## src/rtl/vxe_cu_mem_arbiter_pkg.sv

```systemverilog
// Shared definitions for the CU memory arbiter: client count, field
// positions inside the transaction id and the response status word.
package vxe_cu_mem_arbiter_pkg;

  localparam int N_CL       = 4;
  localparam int CID_W      = 2;
  localparam int RQA_W      = 44;
  localparam int RSS_W      = 9;
  localparam int RSD_W      = 64;

  // Client id sits in txnid[5:4]; txnid occupies rss[8:3].
  localparam int TXN_CID_LO = 4;
  localparam int RSS_TXN_LO = 3;
  localparam int RSS_CID_LO = RSS_TXN_LO + TXN_CID_LO;
  localparam int RSS_RNW    = 2;

  typedef logic [CID_W-1:0] cid_t;

  typedef struct packed {
    logic found;
    cid_t idx;
  } pick_t;

endpackage

```

## src/rtl/vxe_cu_mem_arbiter_fifo.sv

```systemverilog
// Small synchronous FIFO used to remember which client owns each pending
// read-data beat. DEPTH_POW2 must be at least 1.
module vxe_fifo #(
  parameter int DATA_WIDTH = 8,
  parameter int DEPTH_POW2 = 2
) (
  input  logic                  clk,
  input  logic                  nrst,
  input  logic                  push,
  input  logic [DATA_WIDTH-1:0] push_data,
  input  logic                  pop,
  output logic [DATA_WIDTH-1:0] pop_data,
  output logic                  empty,
  output logic                  full
);

  localparam int DEPTH = 1 << DEPTH_POW2;

  logic [DATA_WIDTH-1:0] mem [DEPTH];
  logic [DEPTH_POW2:0]   wptr;
  logic [DEPTH_POW2:0]   rptr;
  logic                  do_push;
  logic                  do_pop;

  // Occupancy flags from the wrap-bit pointer pair; head is read directly.
  always_comb begin
    empty    = (wptr == rptr);
    full     = (wptr[DEPTH_POW2] != rptr[DEPTH_POW2]) &&
               (wptr[DEPTH_POW2-1:0] == rptr[DEPTH_POW2-1:0]);
    do_push  = push && !full;
    do_pop   = pop && !empty;
    pop_data = mem[rptr[DEPTH_POW2-1:0]];
  end

  // Pointer state, cleared on reset.
  always_ff @(posedge clk or negedge nrst) begin
    if (!nrst) begin
      wptr <= '0;
      rptr <= '0;
    end else begin
      if (do_push) wptr <= wptr + 1'b1;
      if (do_pop)  rptr <= rptr + 1'b1;
    end
  end

  // Storage array, written only on an accepted push.
  always_ff @(posedge clk) begin
    if (do_push) mem[wptr[DEPTH_POW2-1:0]] <= push_data;
  end

endmodule

```

## src/rtl/vxe_cu_mem_arbiter.sv

```systemverilog
// Four-client arbiter onto one VxE memory port: round-robin request grant
// into a registered output slice with per-client outstanding limits, status
// routed by txnid client id, read data routed through an ordered owner FIFO.
module vxe_cu_mem_arbiter
  import vxe_cu_mem_arbiter_pkg::*;
#(
  parameter int MAX_OUTST        = 8,
  parameter int ROUTE_DEPTH_POW2 = 2
) (
  input  logic                    clk,
  input  logic                    nrst,
  input  logic [N_CL-1:0]         i_cl_rqa_wr,
  input  logic [N_CL*RQA_W-1:0]   i_cl_rqa,
  output logic [N_CL-1:0]         o_cl_rqa_rdy,
  output logic [RQA_W-1:0]        o_rqa,
  output logic                    o_rqa_wr,
  input  logic                    i_rqa_rdy,
  input  logic                    i_rss_vld,
  input  logic [RSS_W-1:0]        i_rss,
  output logic                    o_rss_rd,
  input  logic                    i_rsd_vld,
  input  logic [RSD_W-1:0]        i_rsd,
  output logic                    o_rsd_rd,
  output logic [N_CL-1:0]         o_cl_rss_vld,
  output logic [RSS_W-1:0]        o_cl_rss,
  input  logic [N_CL-1:0]         i_cl_rss_rd,
  output logic [N_CL-1:0]         o_cl_rsd_vld,
  output logic [RSD_W-1:0]        o_cl_rsd,
  input  logic [N_CL-1:0]         i_cl_rsd_rd,
  output logic                    o_busy
);

  localparam logic [7:0] MAX_O = MAX_OUTST[7:0];

  logic [RQA_W-1:0] req [N_CL];
  logic [7:0]       outst [N_CL];
  cid_t             rr;
  logic             load;
  logic [N_CL-1:0]  elig;
  pick_t            pick;
  logic [N_CL-1:0]  dec;
  cid_t             cid;
  logic             rss_pop;
  logic             rd_pop;
  logic             owner_ok;
  cid_t             owner;
  logic             any_outst;
  logic             fifo_push;
  logic             fifo_pop;
  logic             fifo_empty;
  logic             fifo_full;
  cid_t             fifo_head;

  // First eligible client at or after the round-robin pointer.
  function automatic pick_t rr_pick(input logic [N_CL-1:0] el, input cid_t start);
    pick_t p;
    cid_t  c;
    p = '0;
    for (int k = N_CL - 1; k >= 0; k--) begin
      c = start + cid_t'(k);
      if (el[c]) begin
        p.found = 1'b1;
        p.idx   = c;
      end
    end
    return p;
  endfunction

  for (genvar g = 0; g < N_CL; g++) begin : g_req
    assign req[g] = i_cl_rqa[g*RQA_W +: RQA_W];
  end

  // Request side: eligibility, grant, and busy summary.
  always_comb begin
    load      = !o_rqa_wr || i_rqa_rdy;
    any_outst = 1'b0;
    for (int c = 0; c < N_CL; c++) begin
      elig[c]   = i_cl_rqa_wr[c] && (outst[c] < MAX_O);
      any_outst = any_outst || (outst[c] != 8'd0);
    end
    pick         = rr_pick(elig, rr);
    o_cl_rqa_rdy = (load && pick.found) ? (N_CL'(1) << pick.idx) : '0;
    o_busy       = o_rqa_wr || any_outst || !fifo_empty;
  end

  // Output slice and round-robin pointer; holds while upstream stalls.
  always_ff @(posedge clk or negedge nrst) begin
    if (!nrst) begin
      o_rqa    <= '0;
      o_rqa_wr <= 1'b0;
      rr       <= '0;
    end else if (load && pick.found) begin
      o_rqa    <= req[pick.idx];
      o_rqa_wr <= 1'b1;
      rr       <= pick.idx + cid_t'(1);
    end else if (o_rqa_wr && i_rqa_rdy) begin
      o_rqa_wr <= 1'b0;
    end
  end

  // Response routing: status by txnid client id, data by route FIFO head
  // or, with an empty FIFO, by the read status popping in the same cycle.
  always_comb begin
    cid          = i_rss[RSS_CID_LO +: CID_W];
    o_cl_rss     = i_rss;
    o_cl_rss_vld = i_rss_vld ? (N_CL'(1) << cid) : '0;
    o_rss_rd     = i_rss_vld && i_cl_rss_rd[cid] && !(i_rss[RSS_RNW] && fifo_full);
    rss_pop      = o_rss_rd;
    rd_pop       = rss_pop && i_rss[RSS_RNW];
    dec          = rss_pop ? (N_CL'(1) << cid) : '0;
    owner        = fifo_empty ? cid : fifo_head;
    owner_ok     = !fifo_empty || rd_pop;
    o_cl_rsd     = i_rsd;
    o_cl_rsd_vld = (i_rsd_vld && owner_ok) ? (N_CL'(1) << owner) : '0;
    o_rsd_rd     = i_rsd_vld && owner_ok && i_cl_rsd_rd[owner];
    fifo_push    = rd_pop && !(fifo_empty && o_rsd_rd);
    fifo_pop     = o_rsd_rd && !fifo_empty;
  end

  // Per-client outstanding counters; simultaneous grant and status pop cancel.
  always_ff @(posedge clk or negedge nrst) begin
    if (!nrst) begin
      for (int c = 0; c < N_CL; c++) outst[c] <= 8'd0;
    end else begin
      for (int c = 0; c < N_CL; c++) begin
        if (o_cl_rqa_rdy[c] && !dec[c])      outst[c] <= outst[c] + 8'd1;
        else if (dec[c] && !o_cl_rqa_rdy[c]) outst[c] <= outst[c] - 8'd1;
      end
    end
  end

  vxe_fifo #(
    .DATA_WIDTH (CID_W),
    .DEPTH_POW2 (ROUTE_DEPTH_POW2)
  ) u_route (
    .clk       (clk),
    .nrst      (nrst),
    .push      (fifo_push),
    .push_data (cid),
    .pop       (fifo_pop),
    .pop_data  (fifo_head),
    .empty     (fifo_empty),
    .full      (fifo_full)
  );

endmodule

```

## config.mk

```make
export PLATFORM = sky130hd
export DESIGN_NAME = vxe_cu_mem_arbiter
export DESIGN_NICKNAME = d
export VERILOG_FILES = /design/src/rtl/vxe_cu_mem_arbiter_pkg.sv /design/src/rtl/vxe_cu_mem_arbiter_fifo.sv /design/src/rtl/vxe_cu_mem_arbiter.sv
export SDC_FILE = /design/constraint.sdc
export NUM_CORES = 1
export LEC_CHECK = 0
export CAP_MARGIN = 40
export CORE_AREA = 2 2 157 159
export DETAILED_ROUTE_END_ITERATION = 8
export DIE_AREA = 0 0 159 161
export PLACE_DENSITY = 0.75
export RECOVER_POWER = 50
export REMOVE_ABC_BUFFERS = 1
export SETUP_SLACK_MARGIN = 0.5
export SLEW_MARGIN = 20
export SYNTH_ARGS = -nofsm -noshare
export SYNTH_HDL_FRONTEND = slang
export SYNTH_SLANG_ARGS = --single-unit
```

## constraint.sdc

```tcl
create_clock -name clk -period 7.4 [get_ports clk]
set_input_delay 1.48 -clock clk [delete_from_list [all_inputs] [get_ports clk]]
set_output_delay 1.48 -clock clk [all_outputs]
set_load 0.02 [all_outputs]
```

# After elaboration in Yosys (flattened, before gate mapping)
# Memory sizes are Yosys's and may differ from the RTL's.
# Cells that the tools add are included.
# op_classes
add_sub_neg,14
order_cmp,11
eq_ne,3
shift,3
n_mux,36
bitwise_logic,1
reduce_logical,55
# ops
cell,n
$bmux W44 S2,1
$mux W44,2
$mux W8,8
$add A8 B1 Y8 const B,4
$lt A8 B4 Y1 const B,4
$reduce_bool A8 Y1,4
$sub A8 B1 Y8 const B,4
$logic_and A1 B1 Y1,26
$lt A2 B3 Y1 const B,6
$mux W4,4
$logic_not A1 Y1,13
$bmux W1 S2,6
$mux W3,4
$shl A1 B2 Y4 const A,3
$mux W1,10
$reduce_bool A2 Y1,5
$logic_or A1 B1 Y1,7
$add A3 B1 Y3 const B,2
$add A2 B1 Y2 const B,2
$add A2 B2 Y2 const B,2
$eq A3 B3 Y1,1
$ge A3 B3 Y1 const B,1
$not A2 Y3,1
$eq A2 B2 Y1,1
other kinds (2),2
# word_totals
ff_bits,85
ramBits,8
in_bits,266
out_inout_bits,133
mem_count,1
# memory_table
name,words,word_bits,read_ports,rd_ports_with_merged_regs,wr,line_no,text
u_route.mem,4,2,1,0,1,vxe_cu_mem_arbiter_fifo.sv:19,logic [DATA_WIDTH-1:0] mem [DEPTH];

# Logic depth before layout (Yosys ltp)
# Gate-level depths: netlist of the first run.
# logic_depth
word_depth,15
ltp_mapped,18

# Cells and area by module
# From an unflattened synthesis of the first run, not the netlist that was laid out.
# unflattened
hier_cells,797
hier_area_um2,7146.9
# modules_own_cells
module,instances,cells_per_inst,area_each_um2,seq_area_each_um2
vxe_cu_mem_arbiter,1,737,6364.9,1976.9
vxe_fifo,1,60,782.0,390.4

# Least setup slack after synthesis of the first run
# No wires, ideal clock.
# synth_timing
path_kind,input port to flip-flop
start,in i_cl_rqa_wr[1]
end,reg outst[31] (netlist name)
setup_ps,122
arrival_ps,4826
required_time_ps,7278
slack_ps,2452
path_stages,18
cell_sequence,nor2b_1 > and2_1 > o211a_1 > clkbuf_2 > nor3_4 > inv_2 > clkbuf_1 > ha_1 > and2_1 > ha_1 > inv_1 > ha_1 > a21o_1 > a21oi_1 > o211ai_1 > and3_1 > o21ba_2 > xor2_1
# synth_via
elab_chain_len,12
elab_cells_between_ends,21
cone_classes,shift: 1; mux: 14; reduce/logical: 6
# synth_lines
element,line_no,text
start: declaration,vxe_cu_mem_arbiter.sv:12,"input logic [N_CL-1:0] i_cl_rqa_wr,"
$logic_and A1 B1 Y1 (*),vxe_cu_mem_arbiter.sv:78,elig[c] = i_cl_rqa_wr[c] && (outst[c] < MAX_O);
$bmux W1 S2,vxe_cu_mem_arbiter.sv:61,if (el[c]) begin
$mux W1 (implied by the code),vxe_cu_mem_arbiter.sv:61,
$mux W3 (3 in series),vxe_cu_mem_arbiter.sv:61,
$mux W3 (*),vxe_cu_mem_arbiter.sv:61,
$shl A1 B2 Y4 / $logic_and A1 B1 Y1 (equally long branches),vxe_cu_mem_arbiter.sv:82,o_cl_rqa_rdy = (load && pick.found) ? (N_CL'(1) << pick.idx) : '0;
$mux W4 (*),vxe_cu_mem_arbiter.sv:82,
named net o_cl_rqa_rdy[0],vxe_cu_mem_arbiter.sv:14,"output logic [N_CL-1:0] o_cl_rqa_rdy,"
$logic_not A1 Y1,vxe_cu_mem_arbiter.sv:127,else if (dec[c] && !o_cl_rqa_rdy[c]) outst[c] <= outst[c] - 8'd1;
$logic_and A1 B1 Y1,vxe_cu_mem_arbiter.sv:127,
$reduce_bool A2 Y1 (no line),--,
end signal: indexed assignment,vxe_cu_mem_arbiter.sv:126,if (o_cl_rqa_rdy[c] && !dec[c]) outst[c] <= outst[c] + 8'd1;
end signal: indexed assignment,vxe_cu_mem_arbiter.sv:127,
end: declaration,vxe_cu_mem_arbiter.sv:36,logic [7:0] outst [N_CL];
# Mark *: on every way through the listed nets, which the timed path passes. The rest lies on a longest branch. The select of a mux whose other input is x is not followed.
# A chain may end at the register's enable or synchronous reset.

# Final worst setup path of the first run
# layout_timing
start,in i_cl_rqa_wr[3]
end,out o_cl_rqa_rdy[3]
# layout_via
elab_chain_len,9
elab_cells_between_ends,16
cone_classes,shift: 1; mux: 13; reduce/logical: 2
# layout_lines
element,line_no
$logic_and A1 B1 Y1 (*),vxe_cu_mem_arbiter.sv:78
$bmux W1 S2,vxe_cu_mem_arbiter.sv:61
$mux W1 (implied by the code),vxe_cu_mem_arbiter.sv:61
$mux W3 (3 in series),vxe_cu_mem_arbiter.sv:61
$mux W3 (*),vxe_cu_mem_arbiter.sv:61
$shl A1 B2 Y4 / $logic_and A1 B1 Y1 (equally long branches),vxe_cu_mem_arbiter.sv:82
$mux W4 (*),vxe_cu_mem_arbiter.sv:82
end: declaration,vxe_cu_mem_arbiter.sv:14
# Every way passes the cells marked *; elsewhere a longest branch is shown, timed or not. The select of a mux whose other input is x is not followed.

==> results of run 1 <==
## layer usage
| layer | vias to the layer above | global-route usage (%) |
|---|---|---|
| met5 | - | 5.87 |
| met4 | 4 | 4.83 |
| met3 | 28 | 14.5 |
| met2 | 459 | 31.7 |
| met1 | 3202 | 28.1 |
| li1 | 3089 | - |
## synth_stat cells, types with 3 or more instances
master     count  area (um2)
a2111oi_0     44         385
nand3_1        4        20.0
nor2_1        66         248
edfxtp_1       8         240
buf_4         73         548
a21oi_1       15        75.1
dfrtp_1       85        2130
fa_1           4        80.1
mux4_2         5         113
inv_1         16        60.1
buf_2         19        95.1
xor2_1        17         149
o31a_1        44         385
o21bai_1       3        22.5
nor2b_1        4        25.0
nor4_1         4        25.0
and2_1        11        68.8
nor3_1        10        50.1
xnor2_1       15         131
ha_1          38         475
a21o_1         7        52.6
o21ai_0       26         130
clkbuf_1      31         116
o31ai_1        3        22.5
nor3b_1        3        22.5
nand3b_1       3        22.5
o21ba_2        3        30.0
and3_1         7        43.8
mux2_2         4        45.0
o211ai_1       4        30.0
mux2i_1        5        50.1
nand2_1      127         477
a311oi_1      44         385
a21boi_0       3        22.5
## cell type report
type	instances	area, um2	area share [%]
Inverter	17	63.8	0.663
Tap cell	324	405	4.21
Clock buffer	9	225	2.34
Multi-Input combinational cell	543	3800	39.5
Sequential cell	93	2370	24.6
Timing Repair Buffer	270	2690	28.0
Clock inverter	7	67.6	0.702
## critical path, stage by stage
cell and delay [ns]:
clkdlybuf4s50_1 0.44, nor2b_1 0.42, nand2_1 0.14, o211a_2 0.19, nor3_4 0.22, buf_4 0.43, ha_1 0.22, and2_1 0.16
clkdlybuf4s50_1 0.62
## power breakdown
part           total [mW]  switching, mW  internal (mW)
Clock               0.470          0.234          0.236
Sequential          0.958          0.199          0.759
Combinational        2.43           1.40           1.03
Total                3.86           1.84           2.02
## sequential cells by signal, indices dropped and copies added, names as in the netlist
register,flops
outst,32
o_rqa,44
u_route.rptr,3
u_route.mem,8
rr,2
u_route.wptr,3
o_rqa_wr,1
## cell families after synthesis
group,Yosys count,share of synthesized area (%)
AND/OR/NAND/NOR,251,15.9
multiplexers,14,2.97
flip-flops,93,33.9
buffers and inverters,143,12.2
XOR/XNOR,32,4.01
adder cells (fa/ha/maj),42,7.95
AO/OA/AOI/OAI,204,23.1
## final timing paths
path,startpoint,to,slack (ns),cells after the start
worst max register to register,outst[15]$_DFFE_PN0P_,outst[7]$_DFFE_PN0P_,2.70,17
min in group asynchronous,nrst,outst[5]$_DFFE_PN0P_,1.67,1
worst min-delay path,outst[31]$_DFFE_PN0P_,outst[31]$_DFFE_PN0P_,0.48,1
max in group asynchronous,nrst,o_rqa[27]$_DFFE_PN0P_,2.09,2
worst max-delay path,i_cl_rqa_wr[3],o_cl_rqa_rdy[3],1.58,9
worst min register to register,outst[31]$_DFFE_PN0P_,outst[31]$_DFFE_PN0P_,0.48,1
==> impl_metrics.json, run 1 <==
{
  "hold_buffers": 0,
  "io_buffers": 258,
  "grt_max_degree": 52,
  "fin_nets": 1242,
  "gp_congestion": 0.829,
  "vias_per_cell": 5.37,
  "whs_ns": 0.482,
  "antenna_found_initial": 0,
  "path_class": "input pin to output pin",
  "numPlacedInstances": 1247,
  "grtUsageTotal_pct": 22.4,
  "finalClockSkew_ns": 0.0123,
  "synthArstFlopShare_pct": 91.4,
  "hold_viol_final": 0,
  "initial_utilization_pct": 29.2,
  "period_minus_slack_ns": 5.82,
  "status": "complete, but fails checks",
  "ios": 399,
  "postRouteAntennaNets": 0,
  "hold_class": "flop to flop",
  "fillers": 2401,
  "synth_edf_count": 8,
  "final_cell_mix": "clkdlybuf4s50_1, nand2_1, dfrtp_1",
  "power_density_nw_per_um2": 401,
  "area_delta_synth_final_pct": 37.8,
  "power_mw": 3.86,
  "critical_path_required_ns": 5.92,
  "final.setup.worst_slack_ns": 1.58,
  "rsz0062_at_grt": "no",
  "layout.cells.most_common": "clkdlybuf4s50_1",
  "drt_iter0_drc": 382,
  "clk_latency_ns": 0.36,
  "avgSynthCellArea_um2": 8.97,
  "routed-wl-met3_um": 4690,
  "post_cts_resized": 0,
  "cts_tree": "built",
  "tightest_slew_ns": 2.97,
  "h-tree-depth": 3,
  "violations": "capacitance limit, slew limit",
  "clock_path_buffers": 2,
  "fin_cells": 1263,
  "cts_setup_buffers": 0,
  "die-area_um2": 25600,
  "drt_wl_total_um": 29500,
  "chipWidth_um": 159,
  "core_um2": 24000,
  "cts_sinks": 93,
  "vias": 6782,
  "leakagePower_nw": 3.66,
  "highest_layer": "met5",
  "drt-met1-wl_um": 12100,
  "overflow": 0,
  "rows": 57,
  "utilization_pct": 40.2,
  "start_kind": "input pin",
  "yosysWarnings": 0,
  "dp_slack_ns": 1.57,
  "hpwl_um": 22400,
  "post-route-period-util_pct": 78.7,
  "synthFlopType": "dfrtp_1",
  "ys_ff_latch": 93,
  "drive_gt1_share_pct": 5.43,
  "wl_per_cell_um": 23.4,
  "design_area_um2": 9620,
  "ir_worst_vdd_uv": 161,
  "drt-pass1-iter-count": 5,
  "synth-seq-area-share_pct": 33.9,
  "yosysUniqueCellTypes": 53,
  "route.detailed.drc": 0,
  "end_kind": "output pin",
  "clock.fmax_mhz": 172,
  "clk_pin_slew_ns": 0.08,
  "dr_wl_met2_um": 12200,
  "cts_buffers": 9,
  "worstPathMaxFanout": 48,
  "place_area_um2": 9340,
  "setup-violations-final": 0,
  "n_antenna_cell": 0,
  "grt_first_pass_wirelength_um": 42700,
  "slew_headroom_pct": -98.0,
  "syn_inst": 779,
  "drv_slew": 88,
  "cap_violations": 2,
  "cts_root_buf": "clkbuf_16",
  "finalSetupTns_ns": 0,
  "cp.arrival_ns": 4.34,
  "die_h_um": 161,
  "first_global_vias": 6522,
  "synth_area_um2": 6990
}
Power figures use the tool's default switching activity.
==> run 2: changes to the inputs <==
CORE_AREA = 2 2 156 158   (was 2 2 157 159)
DIE_AREA = 0 0 158 160   (was 0 0 159 161)
PLACE_DENSITY = 0.78   (was 0.75)
clock period = 5 ns   (was 7.4 ns; I/O delays follow)
==> run 2 against run 1 <==
  * The flow still finishes with violations (capacitance limit, slew limit)
  * Worst setup slack got worse by 0.97 ns
  * Largest power group unchanged
  * Sequential share of layout area fell by 0.23 points
  * Critical path type unchanged
  * First-iteration DRC count fell by 0.26%
  * Count of clock-buffer cells in the layout rose by 3
  * Combinational power rose by 56%
  * Register-to-register slack got worse by 2.0 ns
  * Design area rose by 0.95%
  * Critical endpoint is now o_rsd_rd
  * Non-clock buffer count rose by 8
==> impl_metrics.json, run 2 (synthesis gave the netlist of run 1 again) <==
{
  "io_buffers": 258,
  "slowest_stage": "mux4_2",
  "crit_chain": "dlygate4sd3_1 > clkbuf_1 > mux4_2 > mux2i_1 > nor2_1 > clkdlybuf4s50_1",
  "ir_worst_vdd_uv": 327,
  "internal_power_mw": 3.15,
  "drt_iter0_drc": 381,
  "highest_layer": "met5",
  "timing.rr.end": "outst[23]$_DFFE_PN0P_",
  "first_global_vias": 6754,
  "cp-startpoint": "i_rss[7]",
  "final.setup.worst_slack_ns": 0.602,
  "area_delta_synth_final_pct": 39.1,
  "antenna_found_initial": 1,
  "rows": 57,
  "clock_path_buffers": 2,
  "reg2regPathDepth": 16,
  "cts_sinks": 93,
  "drt-pass1-iter-count": 5,
  "largest_register": "o_rqa",
  "grt_max_degree": 89,
  "start_kind": "input pin",
  "path_class": "input pin to output pin",
  "rr_startpoint": "outst[15]$_DFFE_PN0P_",
  "core_um2": 23800,
  "rsz0062_at_grt": "no",
  "cp-endpoint": "o_rsd_rd",
  "grt_first_pass_wirelength_um": 43200,
  "postRouteAntennaNets": 0,
  "route.detailed.drc": 0,
  "drv_slew": 43,
  "fin_nets": 1250,
  "p_comb_share_pct": 64.0,
  "wl_per_cell_um": 23.5,
  "worstPathMaxFanout": 14,
  "clockPowerShare_pct": 12.1,
  "clock.fmax_mhz": 227,
  "cts_tree": "built",
  "place_area_um2": 9360,
  "drt_wl_total_um": 29800,
  "slowest_delay_ns": 0.59,
  "switching_share_pct": 46.7,
  "fin_cells": 1271,
  "drt-met1-wl_um": 12300,
  "period_minus_slack_ns": 4.40,
  "hold_viol_final": 0,
  "clk_latency_ns": 0.35,
  "overflow": 0,
  "rrSetupSlack_ns": 0.72,
  "initial_utilization_pct": 29.3,
  "cts_root_buf": "clkbuf_16",
  "h-tree-depth": 3,
  "layout.cells.most_common": "clkdlybuf4s50_1",
  "cp.arrival_ns": 3.40,
  "status": "complete, but fails checks",
  "hold_buffers": 0,
  "clk_pin_slew_ns": 0.06,
  "cap_violations": 1,
  "design_area_um2": 9720,
  "vias_per_cell": 5.44,
  "die-area_um2": 25300,
  "tightest_slew_ns": 2.38,
  "numPlacedInstances": 1252,
  "dp_slack_ns": 0.140,
  "die_h_um": 160,
  "ios": 399,
  "seq_power_share_pct": 24.0,
  "finalClockSkew_ns": 0.00981,
  "largest_register_ff_count": 44,
  "cts_buffers": 9,
  "grtUsageTotal_pct": 23.3,
  "power_density_nw_per_um2": 608,
  "critical_path_required_ns": 4.00,
  "drive_gt1_share_pct": 6.77,
  "violations": "capacitance limit, slew limit",
  "chipWidth_um": 158,
  "power_mw": 5.91,
  "final_cell_mix": "clkdlybuf4s50_1, nand2_1, dfrtp_1",
  "slew_headroom_pct": -58.5,
  "leakagePower_nw": 3.74,
  "routed-wl-met3_um": 4390,
  "vias": 6919,
  "setup-violations-final": 0,
  "hpwl_um": 22900,
  "post-route-period-util_pct": 88.0,
  "hold_class": "flop to flop",
  "fillers": 2375,
  "gp_congestion": 0.917,
  "whs_ns": 0.476,
  "p_sw_mw": 2.76,
  "end_kind": "output pin",
  "dr_wl_met2_um": 12200
}
-- run 2: area by class of cell --
type                       count  area (um2)  area share, %
multi-input combinational    543        3820           39.3
sequential                    93        2370           24.4
inverter                      17        63.8          0.657
tap                          324         405           4.17
timing repair buffer         278        2750           28.3
clock inverter                 3        43.8          0.451
clock buffer                  12         256           2.64
antenna                        1        2.50         0.0258
-- run 2: per-stage QoR --
stage | utilization [%] | TNS (ns)
floorplan | - | -83.93
global placement | 39.2 | 0
detailed placement | 39.3 | 0
CTS | 40.6 | 0
global route | 40.8 | 0
finish | 40.8 | 0
-- run 2: worst min-delay path by stage --
stage                          start                     to  slack, ns  depth (start not counted)
2_1_floorplan  outst[15]$_DFFE_PN0P_  outst[15]$_DFFE_PN0P_       0.44                          1
3_3_place_gp   outst[31]$_DFFE_PN0P_  outst[31]$_DFFE_PN0P_       0.46                          1
3_5_place_dp   outst[23]$_DFFE_PN0P_  outst[23]$_DFFE_PN0P_       0.46                          1
4_1_cts        outst[23]$_DFFE_PN0P_  outst[23]$_DFFE_PN0P_       0.48                          1
5_1_grt        outst[15]$_DFFE_PN0P_  outst[15]$_DFFE_PN0P_       0.50                          1
6_report       outst[31]$_DFFE_PN0P_  outst[31]$_DFFE_PN0P_       0.48                          1
-- run 2: metal layers --
metal	vias to the layer above	global-route usage, %
met1	3311	28.9
met3	42	14.2
li1	3105	-
met2	453	32.7
met5	-	10.3
met4	8	6.43
-- run 2: repair_timing --
item / CTS / global route
setup buffers: 0 / 2
resized for setup: 0 / 10
endpoints found under the setup margin: 0 / 14
hold endpoints to repair: 0 / 0
-- run 2: critical path: cells and delay by family --
kind / cells / cell delay (ns)
buffers and inverters: 3 / 1.60
muxes: 2 / 0.74
and+or+nand+nor: 1 / 0.05
-- run 2: power groups by stage --
| stage | Combinational (mW) | Sequential [mW] | Clock [mW] |
|---|---|---|---|
| 4_1_cts | 3.73 | 1.42 | 0.740 |
| 3_3_place_gp | 3.59 | 1.41 | 0 |
| 3_5_place_dp | 3.72 | 1.43 | 0 |
| 5_1_grt | 4.14 | 1.47 | 0.761 |
| 6_report | 3.78 | 1.42 | 0.714 |
| 2_1_floorplan | 2.04 | 1.58 | 0 |
==> run 3: changes to the inputs <==
ABC_AREA = 1   (was unset)
CORE_AREA = 2 2 154 156   (was 2 2 156 158)
DIE_AREA = 0 0 156 158   (was 0 0 158 160)
PLACE_DENSITY = 0.86   (was 0.78)
==> run 3 against run 2 <==
  * The flow still finishes with violations (capacitance limit, slew limit)
  * Non-clock buffer count decreased by 6
  * Sequential share of layout area decreased by 2.5 points
  * Utilization increased by 6.2 points
  * Final cell count increased by 34%
  * First-iteration DRC count increased by 31%
  * Synthesized cell count increased by 61%
  * Count of clock-buffer cells in the layout decreased by 2
  * Maximum frequency increased by 0.31%
  * Register-to-register slack improved by 0.41 ns
  * Critical path depth increased by 21
  * Global-route usage increased by 1.6 points
  * Design area increased by 11%
  * Largest cell class unchanged
==> impl_metrics.json, run 3 <==
{
  "status": "complete, but fails checks",
  "violations": "capacitance limit, slew limit",
  "cts_buffers": 9,
  "synthArstFlopShare_pct": 91.4,
  "ys_top_cells_by_count": "nand2_1, inv_1, nand3_1, dfrtp_1, buf_4",
  "hold_class": "flop to flop",
  "worstPathMaxFanout": 7,
  "synth_area_um2": 8160,
  "syn_inst": 1252,
  "ys_top_cells_by_area": "dfrtp_1, nand2_1, nand3_1",
  "multi_input_area_um2": 4130,
  "drv_slew": 52,
  "drt_wl_total_um": 30900,
  "clock_path_buffers": 2,
  "cap_violations": 1,
  "hold_viol_final": 0,
  "io_buffers": 258,
  "core_um2": 23100,
  "tightest_slew_ns": 2.82,
  "synth.most_common_cell": "nand2_1",
  "synth_top_area_share_pct": 26.1,
  "drt_iter0_drc": 500,
  "avgSynthCellArea_um2": 6.52,
  "antenna_found_initial": 0,
  "n_antenna_cell": 0,
  "utilization_pct": 46.9,
  "vias_per_cell": 4.97,
  "critical_path_required_ns": 5.29,
  "drt-pass1-iter-count": 6,
  "clk_pin_slew_ns": 0.07,
  "hold_depth": 2,
  "die_h_um": 158,
  "rsz0062_at_grt": "yes",
  "largest_register_ff_count": 44,
  "route.detailed.drc": 0,
  "end_kind": "flop",
  "reg2regPathDepth": 27,
  "grt_max_degree": 90,
  "hpwl_um": 24300,
  "cts_sinks": 93,
  "yosysWarnings": 0,
  "final_cell_mix": "nand2_1, clkdlybuf4s50_1, inv_1",
  "overflow": 0,
  "synthFlopType": "dfrtp_1",
  "layout.cells.most_common": "nand2_1",
  "clk_latency_ns": 0.35,
  "post-route-period-util_pct": 87.7,
  "fin_nets": 1720,
  "design_area_um2": 10800,
  "wl_per_cell_um": 18.1,
  "place_area_um2": 10400,
  "postRouteAntennaNets": 0,
  "seq_area_um2": 2370,
  "cts_tree": "built",
  "grt_first_pass_wirelength_um": 45600,
  "die-area_um2": 24600,
  "final.setup.worst_slack_ns": 0.616,
  "vias": 8488,
  "finalClockSkew_ns": 0.00668,
  "synth_top_area_cell": "dfrtp_1",
  "start_kind": "input pin",
  "chipWidth_um": 156,
  "first_global_vias": 7942,
  "hold_buffers": 0,
  "largest_register": "o_rqa",
  "whs_ns": 0.477,
  "fillers": 2232,
  "setup-violations-final": 0,
  "cts_root_buf": "clkbuf_16",
  "synth-seq-area-share_pct": 29.0,
  "area_delta_synth_final_pct": 32.6,
  "drive_gt1_share_pct": 6.21,
  "path_class": "input pin to flop",
  "ios": 399,
  "initial_utilization_pct": 35.4,
  "yosysUniqueCellTypes": 36,
  "rows": 56,
  "gp_congestion": 0.894,
  "dp_slack_ns": 0.162,
  "synth_edf_count": 8,
  "period_minus_slack_ns": 4.38,
  "clock.fmax_mhz": 228,
  "grtUsageTotal_pct": 24.8,
  "cp.arrival_ns": 4.68,
  "slew_headroom_pct": -88.1,
  "ys_ff_latch": 93,
  "h-tree-depth": 3
}
run 3: stage by stage:
stage	instances	TNS [ns]
finish	1707	0
global route	1707	0
CTS	1705	0
detailed placement	1689	0
global placement	1687	0
floorplan	1129	-1.45
run 3: worst max-delay path, cell delays in order:
cell and delay (ns):
clkdlybuf4s50_1 0.47, nand4_1 0.22, nand2_1 0.20, nand3_1 0.13
nand2_1 0.12, nand2_2 0.09, nand2_2 0.08, nand2_4 0.06
nand2_4 0.07, inv_1 0.07, ha_1 0.19, inv_1 0.07
nor2_2 0.06, ha_1 0.23, inv_2 0.16, ha_4 0.24
a21oi_1 0.14, nand2_1 0.09, nand2_1 0.08, nand2_1 0.07
a21oi_2 0.15, nor2_1 0.08, o21a_1 0.17, nor2_1 0.12
xor2_1 0.17, nand2_1 0.07, nand2_1 0.06
run 3: kinds of logic (layout without fill, tap and decap cells):
| kind of cell | after synthesis | count (layout) | share of synthesized area (%) |
|---|---|---|---|
| simple gates | 682 | 682 | 37.0 |
| buf+inv | 362 | 527 | 21.2 |
| flops | 93 | 93 | 29.0 |
| compound gates | 54 | 54 | 3.83 |
| fa+ha+maj | 42 | 42 | 6.81 |
| xor+xnor | 19 | 19 | 2.13 |
run 3: routing by layer:
| metal | track usage (%) | wire [um] |
|---|---|---|
| met1 | 29.6 | 12500 |
| met2 | 34.2 | 12000 |
| met3 | 18.0 | 5320 |
| met4 | 6.99 | 653 |
| met5 | 11.2 | 346 |
run 3: path summary, 6_finish.rpt:
check / slack (ns) / endpoint / from
min in group asynchronous: 1.54 / outst[29]$_DFFE_PN0P_ / nrst
max in group asynchronous: 1.35 / u_route.wptr[1]$_DFFE_PN0P_ / nrst
worst min-delay path: 0.48 / o_rqa[41]$_DFFE_PN0P_ / o_rqa[41]$_DFFE_PN0P_
worst max register to register: 1.13 / outst[7]$_DFFE_PN0P_ / outst[5]$_DFFE_PN0P_
worst max-delay path: 0.62 / outst[7]$_DFFE_PN0P_ / i_cl_rqa_wr[3]
worst min register to register: 0.48 / o_rqa[41]$_DFFE_PN0P_ / o_rqa[41]$_DFFE_PN0P_
run 3: repair_timing:
item | 4_1_cts | 5_1_grt
endpoints found under the hold margin | 0 | 0
setup endpoints to repair | 6 | 7
resized for setup | 4 | 20
pin swaps | 0 | 6
buffers inserted | 0 | 1
run 3: final cells by class:
cell class | instances | area share, %
Multi-Input combinational cell | 797 | 38.2
Timing Repair Buffer | 272 | 25.3
Sequential cell | 93 | 21.9
Inverter | 239 | 8.31
Tap cell | 290 | 3.35
Clock buffer | 10 | 2.31
Clock inverter | 6 | 0.682
Power of run 3 is not shown: default switching activity piles up to over one toggle a cycle in this logic, so the estimate is an artifact.
==> patch 1, RTL diff (flow settings as in run 1) <==
`MAX_OUTST`: 8 -> 4.
--- a/src/rtl/vxe_cu_mem_arbiter.sv
+++ b/src/rtl/vxe_cu_mem_arbiter.sv
@@ -6,3 +6,3 @@
 #(
-  parameter int MAX_OUTST        = 8,
+  parameter int MAX_OUTST        = 4,
   parameter int ROUTE_DEPTH_POW2 = 2
Formal check against the unedited RTL: not equivalent (Yosys sat finds a counterexample within 10 cycles, from zero or initial values and one cycle with nrst low).
==> patch 1 against run 1 <==
- the run still ends with capacitance limit, slew limit left
- final area increased by 7.4%
- die area did not move
- power is 4.8% higher
- via count increased by 5.5%
- count of clock-buffer cells in the layout up 1
- sequential share of layout area down 1.7 points
- critical path depth is the same
- routed wire length grew 4.1%
- sequential power rose by 1%
- cell count rose by 2.9%
- sequential cell count is the same
- non-clock buffer count decreased by 2
- synthesized area grew 11%
- worst setup slack got worse by 180 ps
- critical path type unchanged
- critical endpoint is now o_cl_rqa_rdy[2]
==> patch 1: results (changes against run 1) <==
| Metric | Value |
|---|---|
| Status | `finished, violations left` |
| Failing checks | `capacitance limit, slew limit` |
| Layout cells sized above 1 | `9.343% (+3.9 points)` |
| CP arrival | `4530 ps (+190 ps)` |
| Ant. Diodes | `2 (+2)` |
| Synth Area in Compound Gates | `23.89% (+0.84 points)` |
| Buffering overhead | `25.78% (-2.2 points)` |
| Synth top area cells | `dfrtp_1 27%, and4_1 8.1%, a211oi_1 7.4%` |
| Area fraction of the dominant cell type after synthesis | `27.35% (-3.1 points)` |
| First-pass GRT wire length | `45030 um (+5.4%)` |
| Synthesized-area fraction occupied by adder cells | `6.983% (-0.97 points)` |
| Inverters | `23 (+6)` |
| Vias per inst | `5.506 (+2.5%)` |
| Drt first pass iters | `4 (-1)` |
| Synth cell types | `61 (+15%)` |
| Final count of pins violating max slew | `68 (-23%)` |
| Area of the multi-input gates | `0.004509 sq mm (+19%)` |
| Multi-Input Combinational | `575 (+5.9%)` |
| Hold depth | `2 (+1)` |
| WL met3 | `4758 um (+1.4%)` |
| Nonclk buf count | `268 (-0.74%)` |
| Critical Path Fanout Max | `13 (-73%)` |
| Setup Skew | `16.73 ps (+4.409 ps)` |
| GRT met3 Usage | `15.69% (+1.2 points)` |
| Final core utilization | `43.12% (+3.0 points)` |
| Mapped Area | `0.007776 sq mm (+11%)` |
| XOR/XNOR Fraction of Synth Area | `3.604% (-0.41 points)` |
| CP max stage delay | `590 ps (-30 ps)` |
| Via count | `7158 (+5.5%)` |
| Initial antenna violation count | `3 (+3)` |
| Placed Area | `0.01006 sq mm (+7.7%)` |
| Period utilization | `81.17% (+2.5 points)` |
| Max-cap viol count | `2 (unchanged)` |
| Layout clock area frac | `2.846% (-0.20 points)` |
| Logic power comb | `2.59 mW (+7%)` |
| Hold Startpoint | `outst[2]$_DFFE_PN0P_` |
| M1 GR Usage | `30.24% (+2.2 points)` |
| Fill cells | `2393 (-0.33%)` |
| Internal | `2.129 mW (+5.3%)` |
| Detail Placement HPWL | `24140 um (+7.8%)` |
| Vias in the first global route | `6960 (+6.7%)` |
| Initial drt markers | `472 (+24%)` |
| Setup WS pre-CTS | `1273 ps (-301.4 ps)` |
| Clock power frac | `12.0% (-0.2 points)` |
| Routed Wire Length | `30740 um (+4.1%)` |
| Slew headroom | `-42.87% (+55 points)` |
| Gr usage total | `23.58% (+1.2 points)` |
| Reg-to-reg slack, setup | `2100 ps (-600 ps)` |
[patch 1: cell count changes after synthesis, moves of 36 or more]
cell | run 1 | this run
a211oi_2 | 0 | 36
a211oi_1 | 0 | 77
nand2_1 | 127 | 37
o31a_1 | 44 | 6
a2111oi_0 | 44 | 3
a311oi_1 | 44 | 3
and4_1 | 1 | 72
[patch 1: worst min-delay path: stages, from the launching register on]
cell     delay (ps)
dfrtp_1         370
nand2_1          50
o21ai_0          70
[patch 1: worst max-delay path by stage]
| stage | startpoint | end | depth (start not counted) |
|---|---|---|---|
| floorplan | i_cl_rqa_wr[2] | outst[23]$_DFFE_PN0P_ | 16 |
| global placement | i_cl_rqa_wr[3] | outst[15]$_DFFE_PN0P_ | 17 |
| detailed placement | i_cl_rqa_wr[3] | outst[15]$_DFFE_PN0P_ | 17 |
| CTS | i_cl_rqa_wr[3] | o_cl_rqa_rdy[2] | 9 |
| global route | nrst | outst[22]$_DFFE_PN0P_ | 3 |
| finish | i_cl_rqa_wr[3] | o_cl_rqa_rdy[2] | 9 |
==> patch 2, RTL diff (settings of run 1) <==
Without the edit above. Make the reset (`nrst`) synchronous in 3 clocked blocks.
--- a/src/rtl/vxe_cu_mem_arbiter_fifo.sv
+++ b/src/rtl/vxe_cu_mem_arbiter_fifo.sv
@@ -35,3 +35,3 @@
   // Pointer state, cleared on reset.
-  always_ff @(posedge clk or negedge nrst) begin
+  always_ff @(posedge clk) begin
     if (!nrst) begin
--- a/src/rtl/vxe_cu_mem_arbiter.sv
+++ b/src/rtl/vxe_cu_mem_arbiter.sv
@@ -86,3 +86,3 @@
   // Output slice and round-robin pointer; holds while upstream stalls.
-  always_ff @(posedge clk or negedge nrst) begin
+  always_ff @(posedge clk) begin
     if (!nrst) begin
@@ -120,3 +120,3 @@
   // Per-client outstanding counters; simultaneous grant and status pop cancel.
-  always_ff @(posedge clk or negedge nrst) begin
+  always_ff @(posedge clk) begin
     if (!nrst) begin
Function: differs if nrst is asserted again (counterexample within 4 cycles, from zero or initial values and one cycle with nrst low); with nrst held inactive, the same outputs for 4 cycles.
==> patch 2 against run 1 <==
- the run still ends with capacitance limit, slew limit left
- routed wire length decreased by 2.8%
- final area increased by 2.1%
- via count grew 3.3%
- worst setup slack got worse by 170 ps
- register-to-register slack worse by 170 ps
- synthesized area increased by 2.7%
- sequential cell count increased by 2
- critical path type unchanged
- critical endpoint is now o_cl_rqa_rdy[1]
Power is not compared: it rests on default switching activity, and its combinational part moved more than twofold at a synthesized area within 25%.
==> patch 2: results (changes against run 1) <==
| Metric | Value |
|---|---|
| Vias per inst | `5.617 (+4.6%)` |
| Detail Placement HPWL | `21400 um (-4.5%)` |
| Hold slack | `478.5 ps (-3.238 ps)` |
| Drt wl/cell | `23.03 um (-1.5%)` |
| Sequential-to-total area share from yosys stat | `32.09% (-1.8 points)` |
| Status | `finished, violations left` |
| Failing checks | `capacitance limit, slew limit` |
| Vias in the first global route | `6771 (+3.8%)` |
| Gr usage total | `21.83% (-0.56 points)` |
| Hold EP | `o_rqa[4]$_SDFFE_PN0N_` |
| GRT met3 Usage | `14.12% (-0.33 points)` |
| Syn Inst Count | `755 (-3.1%)` |
| Met2 Use GR | `32.29% (+0.63 points)` |
| Placed Area | `0.009530 sq mm (+2.0%)` |
| Ranking of synthesized cells by instance count | `75 x buf_4, 60 x a21oi_1, 59 x nand3_1, 57 x o21ai_0, 55 x dfxtp_1` |
| Routed Wire Length | `28720 um (-2.8%)` |
| M1 GR Usage | `25.07% (-3.0 points)` |
| Largest net degree at the start of global routing | `46 (-12%)` |
| Initial drt markers | `588 (+54%)` |
| Tightest Pin Transition | `1883 ps (-1086 ps)` |
| Mux cell area share after synthesis | `9.348% (+6.4 points)` |
| Critical Path Fanout Max | `26 (-46%)` |
| R2R Path Start | `outst[0][7]$_SDFFCE_PN0P_` |
| Worst reg2reg path depth | `14 (-3)` |
| GPL Wtd Cong | `0.8767 (+5.8%)` |
| Slowest cell on crit path | `a32o_1` |
| CP max stage delay | `640 ps (+20 ps)` |
| CP arrival | `4520 ps (+180 ps)` |
| Hold Startpoint | `o_rqa[4]$_SDFFE_PN0N_` |
| Synth cell types | `65 (+23%)` |
| XOR/XNOR Fraction of Synth Area | `2.319% (-1.7 points)` |
| Setup Skew | `11.65 ps (-0.6717 ps)` |
| Main synth FF type | `dfxtp_1` |
| First-pass GRT wire length | `42100 um (-1.5%)` |
| Synth top area cells | `edfxtp_1 17%, dfxtp_1 15%, buf_4 7.8%` |
| Async set or reset register ratio after synthesis | `0% (-91 points)` |
| Max-cap viol count | `1 (-1)` |
| Post-synth EDFFs | `40 (+32)` |
| Final count of pins violating max slew | `35 (-60%)` |
| Synthesized-area fraction occupied by adder cells | `5.371% (-2.6 points)` |
| Count leader, synth | `buf_4` |
-- patch 2: worst max path at each step --
stage / end / slack [ps]
after CTS: o_cl_rqa_rdy[1] / 1680
after floorplan: outst[0][6]$_SDFFCE_PN0P_ / 1750
after detailed placement: outst[2][6]$_SDFFCE_PN0P_ / 1520
after global routing: outst[2][6]$_SDFFCE_PN0P_ / 1090
after global placement: outst[2][6]$_SDFFCE_PN0P_ / 1620
final: o_cl_rqa_rdy[1] / 1400
-- patch 2: metal layers --
metal / share of wire, % / vias up / wire (um)
li1: - / 3131 / -
met1: 38 / 3336 / 10980
met2: 43 / 471 / 12390
met3: 15 / 57 / 4280
met4: 2.4 / 10 / 690
met5: 1.3 / - / 376
-- patch 2: final cells by class --
class                      count  area [sq um]
sequential                    95          2302
clock buffer                   9         225.2
clock inverter                 7         87.58
timing repair buffer         271          2703
multi-input combinational    516          4014
inverter                      25         93.84
tap                          324         405.4
fill                        2382         14130
